File: src/rtl/cdb_arbiter.sv
`default_nettype none
// ============================================================================
//  Module   : cdb_arbiter
//  Purpose  : Transmit end of the common data bus. Each functional-unit source
//             owns a small result FIFO; one queued result per cycle wins a
//             round-robin grant and is broadcast (BCEN/BClabel/BCdata) to the
//             reservation stations. Label 0 means "no producer" and is
//             accepted but never queued or broadcast.
//  Options  : `define CDB_BYPASS_EN lets a fresh result skip an all-empty
//             FIFO set and load the broadcast register directly.
//  Revision : 1.0 - initial release
// ============================================================================
module cdb_arbiter #(
    parameter int NUM_SRC = 3,
    parameter int DATA_W  = 32,
    parameter int LABEL_W = 4,
    parameter int DEPTH   = 2
) (
    input  logic                         clk,
    input  logic                         nRST,
    input  logic                         flush,
    input  logic [NUM_SRC-1:0]           src_valid,
    input  logic [NUM_SRC*LABEL_W-1:0]   src_label,
    input  logic [NUM_SRC*DATA_W-1:0]    src_data,
    output logic [NUM_SRC-1:0]           src_ready,
    output logic                         BCEN,
    output logic [LABEL_W-1:0]           BClabel,
    output logic [DATA_W-1:0]            BCdata
);

    localparam int PTR_W = (DEPTH > 1) ? $clog2(DEPTH) : 1;
    localparam int CNT_W = $clog2(DEPTH + 1);
    localparam int RR_W  = (NUM_SRC > 1) ? $clog2(NUM_SRC) : 1;
    localparam logic [CNT_W-1:0] FULL_CNT = CNT_W'(DEPTH);
    localparam logic [RR_W:0]    NSRC_X   = (RR_W + 1)'(NUM_SRC);
    localparam logic [RR_W-1:0]  LAST_SRC = RR_W'(NUM_SRC - 1);

    // Storage and pointers
    logic [LABEL_W-1:0] mem_label_q [NUM_SRC][DEPTH];
    logic [LABEL_W-1:0] mem_label_d [NUM_SRC][DEPTH];
    logic [DATA_W-1:0]  mem_data_q  [NUM_SRC][DEPTH];
    logic [DATA_W-1:0]  mem_data_d  [NUM_SRC][DEPTH];
    logic [PTR_W-1:0]   wr_ptr_q [NUM_SRC];
    logic [PTR_W-1:0]   wr_ptr_d [NUM_SRC];
    logic [PTR_W-1:0]   rd_ptr_q [NUM_SRC];
    logic [PTR_W-1:0]   rd_ptr_d [NUM_SRC];
    logic [CNT_W-1:0]   count_q  [NUM_SRC];
    logic [CNT_W-1:0]   count_d  [NUM_SRC];
    logic [RR_W-1:0]    rr_ptr_q, rr_ptr_d;
    logic               bcen_q, bcen_d;
    logic [LABEL_W-1:0] bclabel_q, bclabel_d;
    logic [DATA_W-1:0]  bcdata_q, bcdata_d;

    logic [NUM_SRC-1:0] full, empty, label_nz, req, push, pop;
    logic               bypass_mode;
    logic               grant_vld;
    logic [RR_W-1:0]    grant_idx;
    logic [LABEL_W-1:0] head_label;
    logic [DATA_W-1:0]  head_data;

    genvar gi;
    generate
        for (gi = 0; gi < NUM_SRC; gi++) begin : g_status
            assign full[gi]      = (count_q[gi] == FULL_CNT);
            assign empty[gi]     = (count_q[gi] == '0);
            assign label_nz[gi]  = |src_label[gi*LABEL_W +: LABEL_W];
            // Readiness depends on the stored count only: no pass-through.
            assign src_ready[gi] = ~full[gi];
        end
    endgenerate

`ifdef CDB_BYPASS_EN
    // With every FIFO empty, live inputs compete directly for the bus.
    assign bypass_mode = (&empty) & ~flush;
    assign req         = bypass_mode ? (src_valid & label_nz) : ~empty;
    assign head_label  = bypass_mode ? src_label[grant_idx*LABEL_W +: LABEL_W]
                                     : mem_label_q[grant_idx][rd_ptr_q[grant_idx]];
    assign head_data   = bypass_mode ? src_data[grant_idx*DATA_W +: DATA_W]
                                     : mem_data_q[grant_idx][rd_ptr_q[grant_idx]];
`else
    assign bypass_mode = 1'b0;
    assign req         = ~empty;
    assign head_label  = mem_label_q[grant_idx][rd_ptr_q[grant_idx]];
    assign head_data   = mem_data_q[grant_idx][rd_ptr_q[grant_idx]];
`endif

    // Round-robin search from rr_ptr upward, wrapping modulo NUM_SRC.
    always_comb begin
        logic [RR_W:0] idx;
        grant_vld = 1'b0;
        grant_idx = '0;
        idx       = '0;
        for (int k = 0; k < NUM_SRC; k++) begin
            idx = {1'b0, rr_ptr_q} + (RR_W + 1)'(k);
            if (idx >= NSRC_X) idx = idx - NSRC_X;
            if (!grant_vld && req[idx[RR_W-1:0]]) begin
                grant_vld = 1'b1;
                grant_idx = idx[RR_W-1:0];
            end
        end
    end

    // Push/pop qualification; flush kills both, a bypass winner is not queued.
    always_comb begin
        pop  = '0;
        push = src_valid & ~full & label_nz & {NUM_SRC{~flush}};
        if (grant_vld && !flush) begin
            if (bypass_mode) push[grant_idx] = 1'b0;
            else             pop[grant_idx]  = 1'b1;
        end
    end

    // FIFO next state: write at wr_ptr, advance pointers, track occupancy.
    always_comb begin
        mem_label_d = mem_label_q;
        mem_data_d  = mem_data_q;
        wr_ptr_d    = wr_ptr_q;
        rd_ptr_d    = rd_ptr_q;
        count_d     = count_q;
        for (int i = 0; i < NUM_SRC; i++) begin
            if (flush) begin
                wr_ptr_d[i] = '0;
                rd_ptr_d[i] = '0;
                count_d[i]  = '0;
            end else begin
                if (push[i]) begin
                    mem_label_d[i][wr_ptr_q[i]] = src_label[i*LABEL_W +: LABEL_W];
                    mem_data_d[i][wr_ptr_q[i]]  = src_data[i*DATA_W +: DATA_W];
                    wr_ptr_d[i] = wr_ptr_q[i] + 1'b1;
                end
                if (pop[i]) rd_ptr_d[i] = rd_ptr_q[i] + 1'b1;
                case ({push[i], pop[i]})
                    2'b10:   count_d[i] = count_q[i] + 1'b1;
                    2'b01:   count_d[i] = count_q[i] - 1'b1;
                    default: count_d[i] = count_q[i];
                endcase
            end
        end
    end

    // Pointer advance past the winner and broadcast register load.
    always_comb begin
        rr_ptr_d  = rr_ptr_q;
        bcen_d    = 1'b0;
        bclabel_d = '0;
        bcdata_d  = bcdata_q;
        if (flush) begin
            rr_ptr_d = '0;
        end else if (grant_vld) begin
            rr_ptr_d  = (grant_idx == LAST_SRC) ? '0 : grant_idx + 1'b1;
            bcen_d    = 1'b1;
            bclabel_d = head_label;
            bcdata_d  = head_data;
        end
    end

    // State registers with asynchronous clear.
    always_ff @(posedge clk or negedge nRST) begin
        if (!nRST) begin
            for (int i = 0; i < NUM_SRC; i++) begin
                for (int j = 0; j < DEPTH; j++) begin
                    mem_label_q[i][j] <= '0;
                    mem_data_q[i][j]  <= '0;
                end
                wr_ptr_q[i] <= '0;
                rd_ptr_q[i] <= '0;
                count_q[i]  <= '0;
            end
            rr_ptr_q  <= '0;
            bcen_q    <= 1'b0;
            bclabel_q <= '0;
            bcdata_q  <= '0;
        end else begin
            mem_label_q <= mem_label_d;
            mem_data_q  <= mem_data_d;
            wr_ptr_q    <= wr_ptr_d;
            rd_ptr_q    <= rd_ptr_d;
            count_q     <= count_d;
            rr_ptr_q    <= rr_ptr_d;
            bcen_q      <= bcen_d;
            bclabel_q   <= bclabel_d;
            bcdata_q    <= bcdata_d;
        end
    end

    assign BCEN    = bcen_q;
    assign BClabel = bclabel_q;
    assign BCdata  = bcdata_q;

endmodule
`default_nettype wire

File: config.mk
export PLATFORM = sky130hd
export DESIGN_NAME = cdb_arbiter
export DESIGN_NICKNAME = d
export VERILOG_FILES = /design/src/rtl/cdb_arbiter.sv
export SDC_FILE = /design/constraint.sdc
export NUM_CORES = 1
export LEC_CHECK = 0
export CORE_ASPECT_RATIO = 1.4
export CORE_UTILIZATION = 50
export DETAILED_ROUTE_END_ITERATION = 6
export GPL_TIMING_DRIVEN = 0
export PLACE_DENSITY = 0.83
export SYNTH_ARGS = -nofsm -noshare
export SYNTH_HDL_FRONTEND = slang
export SYNTH_SLANG_ARGS = --single-unit
File: constraint.sdc
create_clock -name clk -period 3.45 [get_ports clk]
set_clock_uncertainty 0.2 [all_clocks]
set_input_delay 0.69 -clock clk [delete_from_list [all_inputs] [get_ports clk]]
set_output_delay 0.69 -clock clk [all_outputs]
set_load 0.02 [all_outputs]
# [After elaboration in Yosys (flattened, before gate mapping)]
# Index checks and enable logic that the tools add are counted.
[word_totals] mem_count=0 output_inout_bits=40 mem_bits_rw=0 latchBits=0 ff_bits=267 mem_bits_ro=0 elab_cells=189 in_bits=114
[classes] n_reduce_logical=30 n_lt_le_gt_ge=16 mul=0 n_addsub=18 div=0 mux=76 eq_ne=10 bitwise_logic=14 shift=0
[ops] op="$bwmux 64" n=3
[ops] op="$mux 32" n=6
[ops] op="$bmux 64 s2" n=1
[ops] op="$mux 64" n=2
[ops] op="$demux 32 s1" n=3
[ops] op="$mux 4" n=8
[ops] op="$bwmux 8" n=3
[ops] op="$mux 2" n=12
[ops] op="$mux 1" n=23
[ops] op="$bmux 8 s2" n=1
[ops] op="$mux 8" n=2
[ops] op="$eq 2x2->1 const B" n=7
[ops] op="$reduce_bool 2->1" n=7
[ops] op="$demux 4 s1" n=3
[ops] op="$lt 2x3->1 const B" n=4
[ops] op="$pmux 2 s2" n=3
[ops] op="$reduce_or 4->1" n=3
[ops] op="$ge 2x2->1 const B" n=5
[ops] op="$and 3x3->3" n=3
[ops] op="$reduce_bool 3->1" n=3
[ops] op="$add 2x1->2 const B" n=4
[ops] op="$bmux 1 s2" n=4
[ops] op="$not 1->2" n=4
[ops] op="$reduce_and 2->1" n=4
[ops] op="other kinds (18)" n=46

# [Longest topological paths before layout]
# Gate-level depths: netlist (run 1).
[logic_depth] ltp_word=21 mapped_depth=13 depth_no_buf=10

# [Worst setup path after synthesis (run 1)]
# OpenSTA, ideal clock, no wires.
[synth_timing] path_kind="input-to-reg" from="in src_label[1]" to="reg mem_data_q[132] in the netlist's numbering" t_required_ps=3125 cell_stages=6 t_arrival_ps=2272 path_buffers=1 slack_ps=854 setup_time_ps=125 cell_sequence="or4_1 -> nand3_1 -> nor2_1 -> nand2_1 -> buf_2 -> mux2_2"
[synth_via] elab_chain_len=4
[synth_rtl] element="start: declaration" line="23" rtl="input logic [NUM_SRC*LABEL_W-1:0] src_label,"
[synth_rtl] element="$reduce_or 4->1" line="66" rtl="assign label_nz[gi] = |src_label[gi*LABEL_W +: LABEL_W];"
[synth_rtl] element="$and 3x3->3 (2 in series)" line="106" rtl="push = src_valid & ~full & label_nz & {NUM_SRC{~flush}};"
[synth_rtl] element="$reduce_and 2->1 (no line)"
[synth_rtl] element="end signal: assignment" line="175" rtl="mem_data_q <= mem_data_d;"
[synth_rtl] element="end: declaration" line="41" rtl="logic [DATA_W-1:0] mem_data_q [NUM_SRC][DEPTH];"
# No other way between the ends.
# A chain may end at the register's enable or synchronous reset.

# [Final worst setup path (run 1)]
[layout_timing] from="in src_label[1]" to="reg mem_label_q[18] in the netlist's numbering"
[layout_via] elab_chain_len=4
[layout_rtl] element="$reduce_or 4->1" line="66"
[layout_rtl] element="$and 3x3->3 (2 in series)" line="106"
[layout_rtl] element="$reduce_and 2->1 (no line)"
[layout_rtl] element="end signal: assignment" line="174" rtl="mem_label_q <= mem_label_d;"
[layout_rtl] element="end: declaration" line="39" rtl="logic [LABEL_W-1:0] mem_label_q [NUM_SRC][DEPTH];"
# No other way between the ends.

==> results.toml, run 1 <==
[drt]
post_drt_wl_per_cell_um = 22.5
postRouteAntennaNets = 0
drt_iter0_drc = 494
vias = 8414
drcViolationCount = 0
viasPerCell = 5.96
drt-total-wl_mm = 31.7
drt_pass1_iterations = 5

[final_layout]
drive_gt1_share_pct = 32.0
area_growth_pct = 24.6
fin_cells = 1412
nets = 1202
n_fill_cell = 1780
stdcell_area_um2 = 14900

[synthesis]
synthCells = 901
synth_async_sr_flop_share_pct = 100
synth_area_per_cell_um2 = 13.2
synth_flop_cell = "dfrtp_1"
seq_area_frac_synth_pct = 56.0
synth_edf_count = 0
synth_seq_cells = 267
syn-num-nets = 1017
synthDistinctLibCells = 51
syn-cell-area_um2 = 11900
yosysWarningCount = 0

[power]
power.leakage_nw = 6.29
power_density_nw_per_um2 = 1020
ir_worst_vdd_mv = 0.499

[die]
die_w_um = 133
row_count = 66
fp.dieH_um = 185
pin_count = 154
core_region_area_um2 = 23300
die_area_um2 = 24500
start_util_pct = 51.2

[global_route]
grt_pass1_vias = 8887
grt_max_degree = 127
grt_first_pass_wirelength_mm = 49.1
grt_util_all_layers_pct = 26.4
overflow = 0
antenna_found_initial = 1

[placement]
place_ws_ns = -0.246
dp.cells = 1362
dpl_cell_area_um2 = 13900
gp_congestion = 0.812
portBuffers = 153
post-dp-hpwl_mm = 21.7

[worst_setup_path]
crit_required_ns = 3.66
crit_arrival_ns = 3.38
slowest_delay_ns = 0.58
r2r_slack_ns = 0.32
start_kind = "primary input"
crit_fanout = 10
r2r-start = "rr_ptr_q[0]$_DFFE_PN0P_"
crit_slowest_cell = "or4_1"
end_kind = "flip-flop"
reg2reg_depth = 10
crit_start = "src_label[1]"
critical_path_class = "in -> reg"
r2r_end = "BCdata[25]$_DFFE_PN0P_"
crit_chain = "clkdlybuf4s50_1 -> or4_1 -> nand3_1 -> nor2_1 -> nand2_1 -> buf_2 -> mux2_2"

[sta]
finalSetupViolations = 0
slew_violations = 0
slew_headroom_pct = 29.8
finalCritPeriodShare_pct = 92.0
worst_slack_ns = 0.276
period_minus_slack_ns = 3.17
fmax_ghz = 0.315
tightestPinTransition_ns = 1.05
fin_setup_tns_ns = 0
final_hold_viol_count = 0
rsz0062_at_grt = "false"

[clock_tree]
clkTransAtPathRegs_ns = 0.06
clock_sinks = 267
cts-root-buf = "clkbuf_16"
clk_path_buf_depth = 3
cts_htree_levels = 1
postCtsSetupRepairBufs = 0
clk_latency_ns = 0.53
numCtsBuffers = 27
cts_tree = "yes"

[worst_hold_path]
hp-start = "mem_label_q[3]$_DFFE_PN0P_"
holdCritPathClass = "reg -> reg"
hold_path_depth = 1
min_to = "mem_label_q[3]$_DFFE_PN0P_"

[outcome]
run_status = "finished, final reports clean"

[run]
maxCapViolCount = 0
kinds of logic (layout without fill, tap and decap cells):
family                   count (synthesis)  in the layout  synth area share (%)
AND/OR/NAND/NOR                         99             99                  3.98
multiplexers                           221            221                  20.9
adder cells (fa/ha/maj)                  3              3                 0.304
AO/OA/AOI/OAI                          198            198                  14.0
XOR/XNOR                                12             12                 0.881
buffers and inverters                  101            305                  3.92
other                                    0              1                     0
flip-flops                             267            267                  56.0
power breakdown:
| part | switching (mW) | internal [mW] | leakage [nW] |
|---|---|---|---|
| sequential | 0.870 | 4.55 | 3.18 |
| clock | 1.23 | 1.85 | 0.467 |
| combinational | 3.56 | 3.13 | 2.65 |
cell usage in the layout (no fill, tap or decap), types with 2 or more instances in the layout:
cell type        count
clkbuf_8            12
a2111oi_1            6
clkbuf_16           27
a22o_1              32
nor3_1               2
nand3_1              5
nand2b_1             9
clkdlybuf4s50_1    152
a21oi_1             44
o21bai_1             2
nand2_1             13
mux2_2             220
a211o_1              6
o21a_1               2
nor2_1              55
ha_1                 2
dfrtp_1            267
xnor2_1              6
nor3_2               3
buf_4                3
or4_1                3
a2111oi_2           20
clkbuf_1            18
inv_1               35
a21oi_2              2
buf_2               44
o211ai_1             5
xor2_1               6
a221o_1             32
buf_6                3
bufinv_16            2
buf_16               2
a2111oi_0            6
o22ai_1             32
final cells by class:
type / count / area, um^2 / area share (%)
timing repair buffer: 156 / 1600 / 10.8
sequential: 267 / 6680 / 45.0
inverter: 36 / 135 / 0.909
clock inverter: 5 / 90.1 / 0.606
multi-input combinational: 533 / 4780 / 32.2
buffer: 65 / 333 / 2.24
antenna: 1 / 2.50 / 0.0168
clock buffer: 43 / 856 / 5.76
tap: 306 / 383 / 2.58
through the flow:
step / power (mW) / utilization (%) / hold slack [ns]
3_5_place_dp: 12.1 / 59.7 / 0.286
6_report: 15.2 / 63.8 / 0.299
2_1_floorplan: 9.87 / - / 0.194
5_1_grt: 16.0 / 63.8 / 0.313
4_1_cts: 15.2 / 63.8 / 0.300
3_3_place_gp: 11.8 / 59.4 / 0.279
repair_timing:
action	in CTS	in global routing
resized for setup	0	0
hold endpoints to repair	20	0
hold buffers	1	0
flip-flops by register name (all words and copies together) (netlist names):
name / flops
count_q: 6
BCEN: 1
mem_label_q: 24
rd_ptr_q: 3
BCdata: 32
wr_ptr_q: 3
rr_ptr_q: 2
BClabel: 4
mem_data_q: 192
worst max path at each step:
stage,end,depth (start not counted),slack (ns)
3_3_place_gp,mem_data_q[30]$_DFFE_PN0P_,1,-9.51
3_5_place_dp,mem_data_q[156]$_DFFE_PN0P_,7,-0.25
2_1_floorplan,mem_data_q[132]$_DFFE_PN0P_,6,0.85
6_report,mem_label_q[18]$_DFFE_PN0P_,7,0.28
5_1_grt,BCdata[29]$_DFFE_PN0P_,10,0.16
4_1_cts,mem_data_q[155]$_DFFE_PN0P_,7,0.30
critical path: cells and delay by family:
family | cells | cell delay, ns
buf+inv | 2 | 0.91
simple gates | 4 | 1.40
mux | 1 | 0.38
metal layers:
layer  GRT usage [%]  vias to the layer above  wire, um
met5               0                        -        13
met4            12.1                        2      1250
met3            3.33                       99      1670
met2            46.5                      311     16300
met1            32.4                     4298     12500
li1                -                     3704         -
Yosys cell counts, types with 2 or more instances:
library cell | count | share of area, %
dfrtp_1 | 267 | 56
mux2_2 | 220 | 21
nor2_1 | 55 | 1.7
a21oi_1 | 44 | 1.8
buf_2 | 44 | 1.8
inv_1 | 35 | 1.1
a221o_1 | 32 | 2.7
a22o_1 | 32 | 2.3
o22ai_1 | 32 | 1.7
a2111oi_2 | 20 | 2.5
clkbuf_1 | 14 | 0.44
nand2_1 | 13 | 0.41
nand2b_1 | 9 | 0.47
a2111oi_0 | 6 | 0.44
a2111oi_1 | 6 | 0.50
a211o_1 | 6 | 0.44
xnor2_1 | 6 | 0.44
xor2_1 | 6 | 0.44
nand3_1 | 5 | 0.21
o211ai_1 | 5 | 0.31
buf_4 | 3 | 0.19
buf_6 | 3 | 0.28
nor3_2 | 3 | 0.25
or4_1 | 3 | 0.19
a21oi_2 | 2 | 0.15
ha_1 | 2 | 0.21
nor3_1 | 2 | 0.084
o21a_1 | 2 | 0.13
o21bai_1 | 2 | 0.13
Note: power is estimated with default switching activity, not from simulation.
==> run 2: changes to the inputs <==
CORE_ASPECT_RATIO = 1.75   (was 1.4)
SKIP_CTS_REPAIR_TIMING = 1   (was unset)
==> results.toml, run 2 (synthesis results as in run 1) <==
[outcome]
run_status = "finished, final reports clean"

[die]
row_count = 74
start_util_pct = 51.1
pin_count = 154
fp.dieH_um = 206
die_area_um2 = 24500
core_region_area_um2 = 23300
die_w_um = 119

[global_route]
grt_pass1_vias = 9084
grt_first_pass_wirelength_mm = 50.0
grt_max_degree = 117
antenna_found_initial = 0
overflow = 0
grt_util_all_layers_pct = 27.0

[worst_setup_path]
crit_arrival_ns = 3.42
critPathCapture = "mem_data_q[170]$_DFFE_PN0P_"
cp.depth = 6
reg2reg_depth = 10
crit_required_ns = 3.65
start_kind = "primary input"
end_kind = "flip-flop"
r2r-start = "rr_ptr_q[0]$_DFFE_PN0P_"
crit_fanout = 10
slowest_delay_ns = 0.81
r2r_slack_ns = 0.33
crit_slowest_cell = "nor3_2"
critical_path_class = "in -> reg"
r2r_end = "BCdata[25]$_DFFE_PN0P_"
crit_start = "src_label[0]"
cp_num_buf_inv = 2
crit_chain = "clkdlybuf4s50_1 -> or4_1 -> nand3_1 -> nor3_2 -> buf_2 -> mux2_2"
crit_family = "simple AND/OR/NAND/NOR gates"

[sta]
period_minus_slack_ns = 3.23
rsz0062_at_grt = "false"
finalSetupViolations = 0
worst_slack_ns = 0.225
fmax_ghz = 0.310
slew_violations = 0
fin_setup_tns_ns = 0
slew_headroom_pct = 32.0
finalCritPeriodShare_pct = 93.5
final_hold_viol_count = 0
tightestPinTransition_ns = 1.01

[final_layout]
top_register = "mem_data_q"
final_common_cell = "dfrtp_1"
fin_cells = 1402
drive_gt1_share_pct = 31.6
area_growth_pct = 23.5
n_fill_cell = 1848
final-seq-area_um2 = 6680
largest_register_ff_count = 192
diodes = 0
stdcell_area_um2 = 14700
multi_input_area_um2 = 4780
final_cell_mix = "267 x dfrtp_1, 220 x mux2_2, 152 x clkdlybuf4s50_1"
nets = 1199

[placement]
portBuffers = 153
place_ws_ns = -0.318
post-dp-hpwl_mm = 22.5
gp_congestion = 0.822
dpl_cell_area_um2 = 13900
dp.cells = 1360

[drt]
post_drt_wl_per_cell_um = 23.1
viasPerCell = 6.07
drt_iter0_drc = 511
drcViolationCount = 0
vias = 8516
postRouteAntennaNets = 0
drt_pass1_iterations = 5
drt-total-wl_mm = 32.4

[clock_tree]
cts_htree_levels = 1
cts-root-buf = "clkbuf_16"
clk_latency_ns = 0.51
numCtsBuffers = 24
clock_sinks = 267
clk_path_buf_depth = 3
cts_tree = "yes"
clkTransAtPathRegs_ns = 0.06

[power]
power.leakage_nw = 6.23
power_mw = 15.0
ir_worst_vdd_mv = 0.637
power_density_nw_per_um2 = 1020

[run]
maxCapViolCount = 0

[worst_hold_path]
holdCritPathClass = "reg -> reg"
hp-start = "mem_label_q[2]$_DFFE_PN0P_"
run 2: cell count changes in the layout (fill, tap and decap cells not counted):
cell / delta
clkinv_2: +3
diode_2: -1
inv_6: -1
bufinv_16: +1
clkbuf_16: -2
clkinv_8: -1
clkbuf_8: -7
run 2: power breakdown:
part,switching (mW),internal (mW),total (mW)
logic,3.67,3.14,6.81
registers,0.848,4.55,5.40
clock network,1.14,1.65,2.79
total,5.66,9.33,15.0
run 2: area by class of cell:
cell class,count,share of cell area [%]
Sequential cell,267,45.4
Multi-Input combinational cell,533,32.4
Timing Repair Buffer,156,10.9
Clock buffer,34,4.82
Tap cell,304,2.58
Buffer,65,2.26
Inverter,36,0.917
Clock inverter,7,0.748
run 2: how the worst min path moves through the flow:
stage | cells past startpoint | to | slack (ns)
floorplan | 0 | BCEN$_DFF_PN0_ | 0.19
global placement | 1 | mem_label_q[3]$_DFFE_PN0P_ | 0.28
detailed placement | 1 | mem_label_q[2]$_DFFE_PN0P_ | 0.29
CTS | 1 | mem_data_q[158]$_DFFE_PN0P_ | -0.05
global route | 1 | mem_data_q[24]$_DFFE_PN0P_ | 0.31
finish | 1 | mem_label_q[2]$_DFFE_PN0P_ | 0.30
run 2: worst register-to-register path, delay by kind of cell (launching register included):
| family | cells | cell delay, ns |
|---|---|---|
| AOI/OAI and AO/OA | 4 | 0.87 |
| adders and majority gates | 1 | 0.38 |
| buffers and inverters | 3 | 0.91 |
| DFF | 1 | 0.37 |
| and+or+nand+nor | 2 | 0.27 |
run 2: metal layers:
layer	wire, um	GRT usage [%]	share of wire (%)	up-vias
li1	-	-	-	3686
met1	12200	30.5	38	4368
met2	17000	49.2	52	349
met3	1410	2.76	4.3	113
met4	1830	15.6	5.6	0
met5	0	0	0	-
run 2: per-stage QoR:
stage                     utilization [%]  hold WS [ns]
after CTS                            63.1       -0.0517
after detailed placement             59.6         0.286
after global placement               59.3         0.279
after floorplan                         -         0.194
after global routing                 63.1         0.312
final                                63.1         0.301
==> run 3: changes to the inputs <==
ABC_CLOCK_PERIOD_IN_PS = 3450   (was unset)
==> results of run 3 <==
The final DEF is identical to that of run 2; final timing and power are the same.
